### src/rtl/bd_sync_receiver_if.sv
// Port bundle for bd_sync_receiver: the two-phase bundled-data side (inR/inData/outA)
// and the clocked valid/ready consumer side (o_valid/o_data/i_ready/o_count).
interface bd_sync_receiver_if #(
  parameter int DATA_W = 8,
  parameter int DEPTH  = 2
);
  localparam int CW = $clog2(DEPTH) + 1;

  // Handshakes: each inR toggle offers one word on inData, which stays stable until
  // outA toggles to match inR; a word moves to the consumer on any clk edge where
  // o_valid && i_ready, and o_data holds the head word while o_valid is high.
  logic              inR;
  logic [DATA_W-1:0] inData;
  logic              outA;
  logic              o_valid;
  logic [DATA_W-1:0] o_data;
  logic              i_ready;
  logic [CW-1:0]     o_count;

  modport slave (
    input  inR, inData, i_ready,
    output outA, o_valid, o_data, o_count
  );

  modport master (
    output inR, inData, i_ready,
    input  outA, o_valid, o_data, o_count
  );
endinterface

### src/rtl/bd_sync_receiver.sv
// Clocked receiver for a two-phase bundled-data channel: synchronizes the request,
// captures the data word into a small first-word-fall-through FIFO and returns outA.
module bd_sync_receiver #(
  parameter int DATA_W      = 8,
  parameter int SYNC_STAGES = 2,
  parameter int DEPTH       = 2
) (
  input logic               clk,
  input logic               rst,
  bd_sync_receiver_if.slave bus
);
  localparam int AW = (DEPTH > 1) ? $clog2(DEPTH) : 1;
  localparam int CW = $clog2(DEPTH) + 1;
  localparam logic [CW-1:0] CNT_ONE  = CW'(1);
  localparam logic [CW-1:0] CNT_FULL = CW'(DEPTH);
  localparam logic [AW-1:0] PTR_ONE  = AW'(1);

  logic [SYNC_STAGES-1:0] syncFf;
  logic                   reqS;
  logic                   reqSeen;
  logic                   pending;
  logic                   full;
  logic                   notEmpty;
  logic                   capture;
  logic                   rdFire;
  logic [AW-1:0]          wrPtr;
  logic [AW-1:0]          rdPtr;
  logic [CW-1:0]          count;
  logic [DATA_W-1:0]      mem [DEPTH];

  // Plain flop chain: no logic may sit between synchronizer stages.
  always_ff @(posedge clk or posedge rst) begin
    if (rst) syncFf <= '0;
    else     syncFf <= {syncFf[SYNC_STAGES-2:0], bus.inR};
  end

  assign reqS = syncFf[SYNC_STAGES-1];

  always_comb begin
    notEmpty = (count != '0);
    pending  = (reqS != reqSeen);
    full     = (count == CNT_FULL);
    capture  = pending && !full;
    rdFire   = notEmpty && bus.i_ready;
  end

  // reqSeen doubles as the acknowledge, so outA comes straight from this flop.
  always_ff @(posedge clk or posedge rst) begin
    if (rst)          reqSeen <= 1'b0;
    else if (capture) reqSeen <= reqS;
  end

  always_ff @(posedge clk or posedge rst) begin
    if (rst) begin
      for (int i = 0; i < DEPTH; i++) mem[i] <= '0;
    end else if (capture) begin
      mem[wrPtr] <= bus.inData;
    end
  end

  // DEPTH is a power of two, so pointer wrap is the natural binary rollover.
  always_ff @(posedge clk or posedge rst) begin
    if (rst) begin
      wrPtr <= '0;
      rdPtr <= '0;
      count <= '0;
    end else begin
      if (capture) wrPtr <= wrPtr + PTR_ONE;
      if (rdFire)  rdPtr <= rdPtr + PTR_ONE;
      case ({capture, rdFire})
        2'b10:   count <= count + CNT_ONE;
        2'b01:   count <= count - CNT_ONE;
        default: count <= count;
      endcase
    end
  end

  assign bus.outA    = reqSeen;
  assign bus.o_valid = notEmpty;
  assign bus.o_data  = mem[rdPtr];
  assign bus.o_count = count;
endmodule
### src/flat_wrapper.sv
// flat-port wrapper written by rule: the top's interface ports become plain ports
module bd_sync_receiver_flat 
#(
  parameter int DATA_W      = 8,
  parameter int SYNC_STAGES = 2,
  parameter int DEPTH       = 2
)
  (clk, rst, bus_inR, bus_inData, bus_i_ready, bus_outA, bus_o_valid, bus_o_data, bus_o_count);
  bd_sync_receiver_if #(.DATA_W(DATA_W), .DEPTH(DEPTH)) bus_i ();
  input logic clk;
  input logic rst;
  input wire logic [$bits(bus_i.inR)-1:0] bus_inR;
  input wire logic [$bits(bus_i.inData)-1:0] bus_inData;
  input wire logic [$bits(bus_i.i_ready)-1:0] bus_i_ready;
  output wire logic [$bits(bus_i.outA)-1:0] bus_outA;
  output wire logic [$bits(bus_i.o_valid)-1:0] bus_o_valid;
  output wire logic [$bits(bus_i.o_data)-1:0] bus_o_data;
  output wire logic [$bits(bus_i.o_count)-1:0] bus_o_count;
  assign bus_i.inR = bus_inR;
  assign bus_i.inData = bus_inData;
  assign bus_i.i_ready = bus_i_ready;
  assign bus_outA = bus_i.outA;
  assign bus_o_valid = bus_i.o_valid;
  assign bus_o_data = bus_i.o_data;
  assign bus_o_count = bus_i.o_count;
  bd_sync_receiver #(.DATA_W(DATA_W), .SYNC_STAGES(SYNC_STAGES), .DEPTH(DEPTH)) u_core (.clk(clk), .rst(rst), .bus(bus_i));
endmodule
### config.mk
export PLATFORM = sky130hd
export DESIGN_NAME = bd_sync_receiver_flat
export DESIGN_NICKNAME = d
export VERILOG_FILES = /design/src/rtl/bd_sync_receiver_if.sv /design/src/rtl/bd_sync_receiver.sv /design/src/flat_wrapper.sv
export SDC_FILE = /design/constraint.sdc
export NUM_CORES = 1
export LEC_CHECK = 0
export BUFFER_PORTS_ARGS = -buffer_cell sky130_fd_sc_hd__buf_2
export CAP_MARGIN = 40
export CORE_MARGIN = 4
export CORE_UTILIZATION = 45
export DETAILED_ROUTE_END_ITERATION = 8
export GPL_TIMING_DRIVEN = 1
export PLACE_DENSITY = 0.72
export SLEW_MARGIN = 5
export SYNTH_ARGS = -nofsm -noshare
export SYNTH_HDL_FRONTEND = slang
export SYNTH_SLANG_ARGS = --single-unit
export TNS_END_PERCENT = 5
### constraint.sdc
create_clock -name clk -period 2.53 [get_ports clk]
set_clock_uncertainty 0.15 [all_clocks]
set_input_delay 0.759 -clock clk [delete_from_list [all_inputs] [get_ports clk]]
set_output_delay 0.759 -clock clk [all_outputs]
set_load 0.02 [all_outputs]
==> results.ini <==
[synthesis]
synthMuxAreaShare = 0.2830
yosysTopAreaCellShare = 0.5786
synth_xor_area_frac = 0.05283
ys.warnings.count = 0
synth_top_family_by_area = multiplexers
synth-compound-area-share = 0
synthAdderAreaFrac = 0.01258
syn-num-nets = 78
ys_ff_latch = 23
post-synth-top-area-cell = dfrtp_1
ys_types = 15
ys_seq_area_frac = 0.5786
synthCells = 65
synthesis.area_um2 = 994.7
avgSynthCellArea_um2 = 15.30
synthTopCellsByArea = dfrtp_1, mux2_2, xnor2_1, xor2_1, nand2b_4
synthSimpleGateAreaFrac = 0.05283

[cts]
worstSkewPairLatency_ns = 0.30
cts.clk_slew.worst_paths_ns = 0.11
cts_resized = 0
cts_hold_buffers = 0
cts-root-buf = clkbuf_4
clockBufferDepth = 2
numCtsBuffers = 3
cts_tree = built
cts_setup_buffers = 0
h-tree-depth = 1
cts.sinks = 23

[worst_setup_path]
critPathLaunchType = register
cp.arrival_ns = 1.43
worstSetupStartpoint = u_core.rdPtr$_DFFE_PP0P_
crit_type = register to output pin
r2r_start = u_core.bus.o_count[1]$_DFFE_PP0P_
crit_path_max_fanout = 9
endpoint_kind = output pin
cp.required_ns = 1.62

[placed_design]
dp_hpwl_um = 1133
port_buffers = 23
gp_congestion = 0.6928

[timing]
clock.fmax_ghz = 0.4284
grt_setup_unrepaired = false
slew_viol_final = 0
worst_slew_pin_slew_ns = 0.3772
hold_violations = 0
fin_crit_sh = 0.9225
relSlewSlack = 0.7485
fin_tns_setup_ns = 0
setup_viol = 0
post-route-min-period_ns = 2.334

[global_routing]
grt_pass1_wl_um = 2656
grt-ovfl-total = 0
grt_max_degree = 24
antenna_found_initial = 0
grt_pass1_vias = 635
grt.total_usage = 0.1310

[finish]
layout_commonest_cell = mux2_2
fillers = 181
layout_common_cells = mux2_2, buf_2, dfrtp_1
drive_gt1_frac = 0.6044
area_growth_syn_to_layout_pct = 16.73
postLayoutCoreUtil = 0.5743
finalNetCount = 105
diodes = 0

[run]
maxCapViolations = 0

[floorplanning]
num_rows = 16
die_h_um = 55.02
die_area_mm2 = 0.003027
core_mm2 = 0.002022
io_pins = 24
start_util = 0.4920
fp.dieW_um = 55.02

[hold_path]
hp-start = u_core.syncFf[0]$_DFF_PP0_
hold_path_class = register to register

[route]
vias = 561
antenna_left = 0
wl_um = 1491
avgRoutedWirePerCell_um = 12.64
drtIter0Drc = 0
drc_errors = 0
drt_pre_antenna_iters = 1
viasPerCell = 4.754

[run_status]
outcome = complete, no violations

[power]
leakagePower_nw = 0.5390
p_per_area_mw_per_mm2 = 1434
ir_drop_v = 0.0007039

-- registers in the layout, indices dropped and copies added (netlist names) --
register            cells
u_core.syncFf           2
u_core.rdPtr            1
u_core.bus.outA         1
u_core.bus.o_count      2
u_core.wrPtr            1
u_core.mem             16
-- final timing paths --
check                                                     to  slack (ns)  cells past startpoint
setup / recovery                               bus_o_data[1]        0.20                      2
hold / removal                    u_core.syncFf[1]$_DFF_PP0_        0.22                      0
setup reg to reg           u_core.bus.o_count[1]$_DFFE_PP0P_        0.74                      5
hold reg to reg                   u_core.syncFf[1]$_DFF_PP0_        0.22                      0
max in group asynchronous           u_core.rdPtr$_DFFE_PP0P_        1.70                      3
min in group asynchronous         u_core.syncFf[1]$_DFF_PP0_        0.31                      3
-- cell families (layout without fill, tap and decap cells) --
group | Yosys count | after routing
muxes | 25 | 25
buffers and inverters | 3 | 29
adders and majority gates | 1 | 1
xor gates and xnor gates | 6 | 6
and+or+nand+nor | 7 | 7
DFF | 23 | 23
-- worst max-delay path: stages, from the launching register on --
cell,delay (ns)
dfrtp_1,0.59
mux2_2,0.38
buf_2,0.16
-- layer usage --
metal,GRT usage,up-vias,share of wire,routed length [µm]
li1,-,274,-,-
met1,0.1380,268,0.39,578
met2,0.2185,14,0.52,776
met3,0.05630,5,0.070,105
met4,0.07287,0,0.021,31
met5,0,-,0,0
-- cells in the mapped netlist --
master	count
nor2_1	1
buf_6	1
and2_1	1
nand3_2	1
xnor2_1	3
nand2_1	1
buf_2	1
mux2_2	25
ha_1	1
dfrtp_1	23
inv_1	1
nand2b_4	1
or2_2	1
xor2_1	3
and3b_1	1
-- layout make-up --
class,count,area (µm²),share of cell area
Timing Repair Buffer,24,122.6,0.1056
Tap cell,27,33.78,0.02909
Inverter,1,3.754,0.003233
Clock buffer,4,26.28,0.02263
Sequential cell,23,575.6,0.4957
Multi-Input combinational cell,39,399.1,0.3438
-- power by group --
part | internal [mW] | switching, mW
clock network | 0.0615 | 0.0991
logic | 0.438 | 0.397
registers | 0.546 | 0.124
total | 1.05 | 0.620
-- per-stage QoR --
stage	area [µm²]	power (mW)	worst slack [ns]	cells	hold slack, ns
floorplan	994.7	1.334	0.6524	65	0.1812
global placement	1135	1.507	0.5173	114	0.1841
global route	1161	1.800	0.08680	118	0.2407
detailed placement	1135	1.531	0.5217	114	0.1934
finish	1161	1.666	0.1960	118	0.2155
CTS	1161	1.694	0.1581	118	0.2198
(Power assumes the default switching activity.)
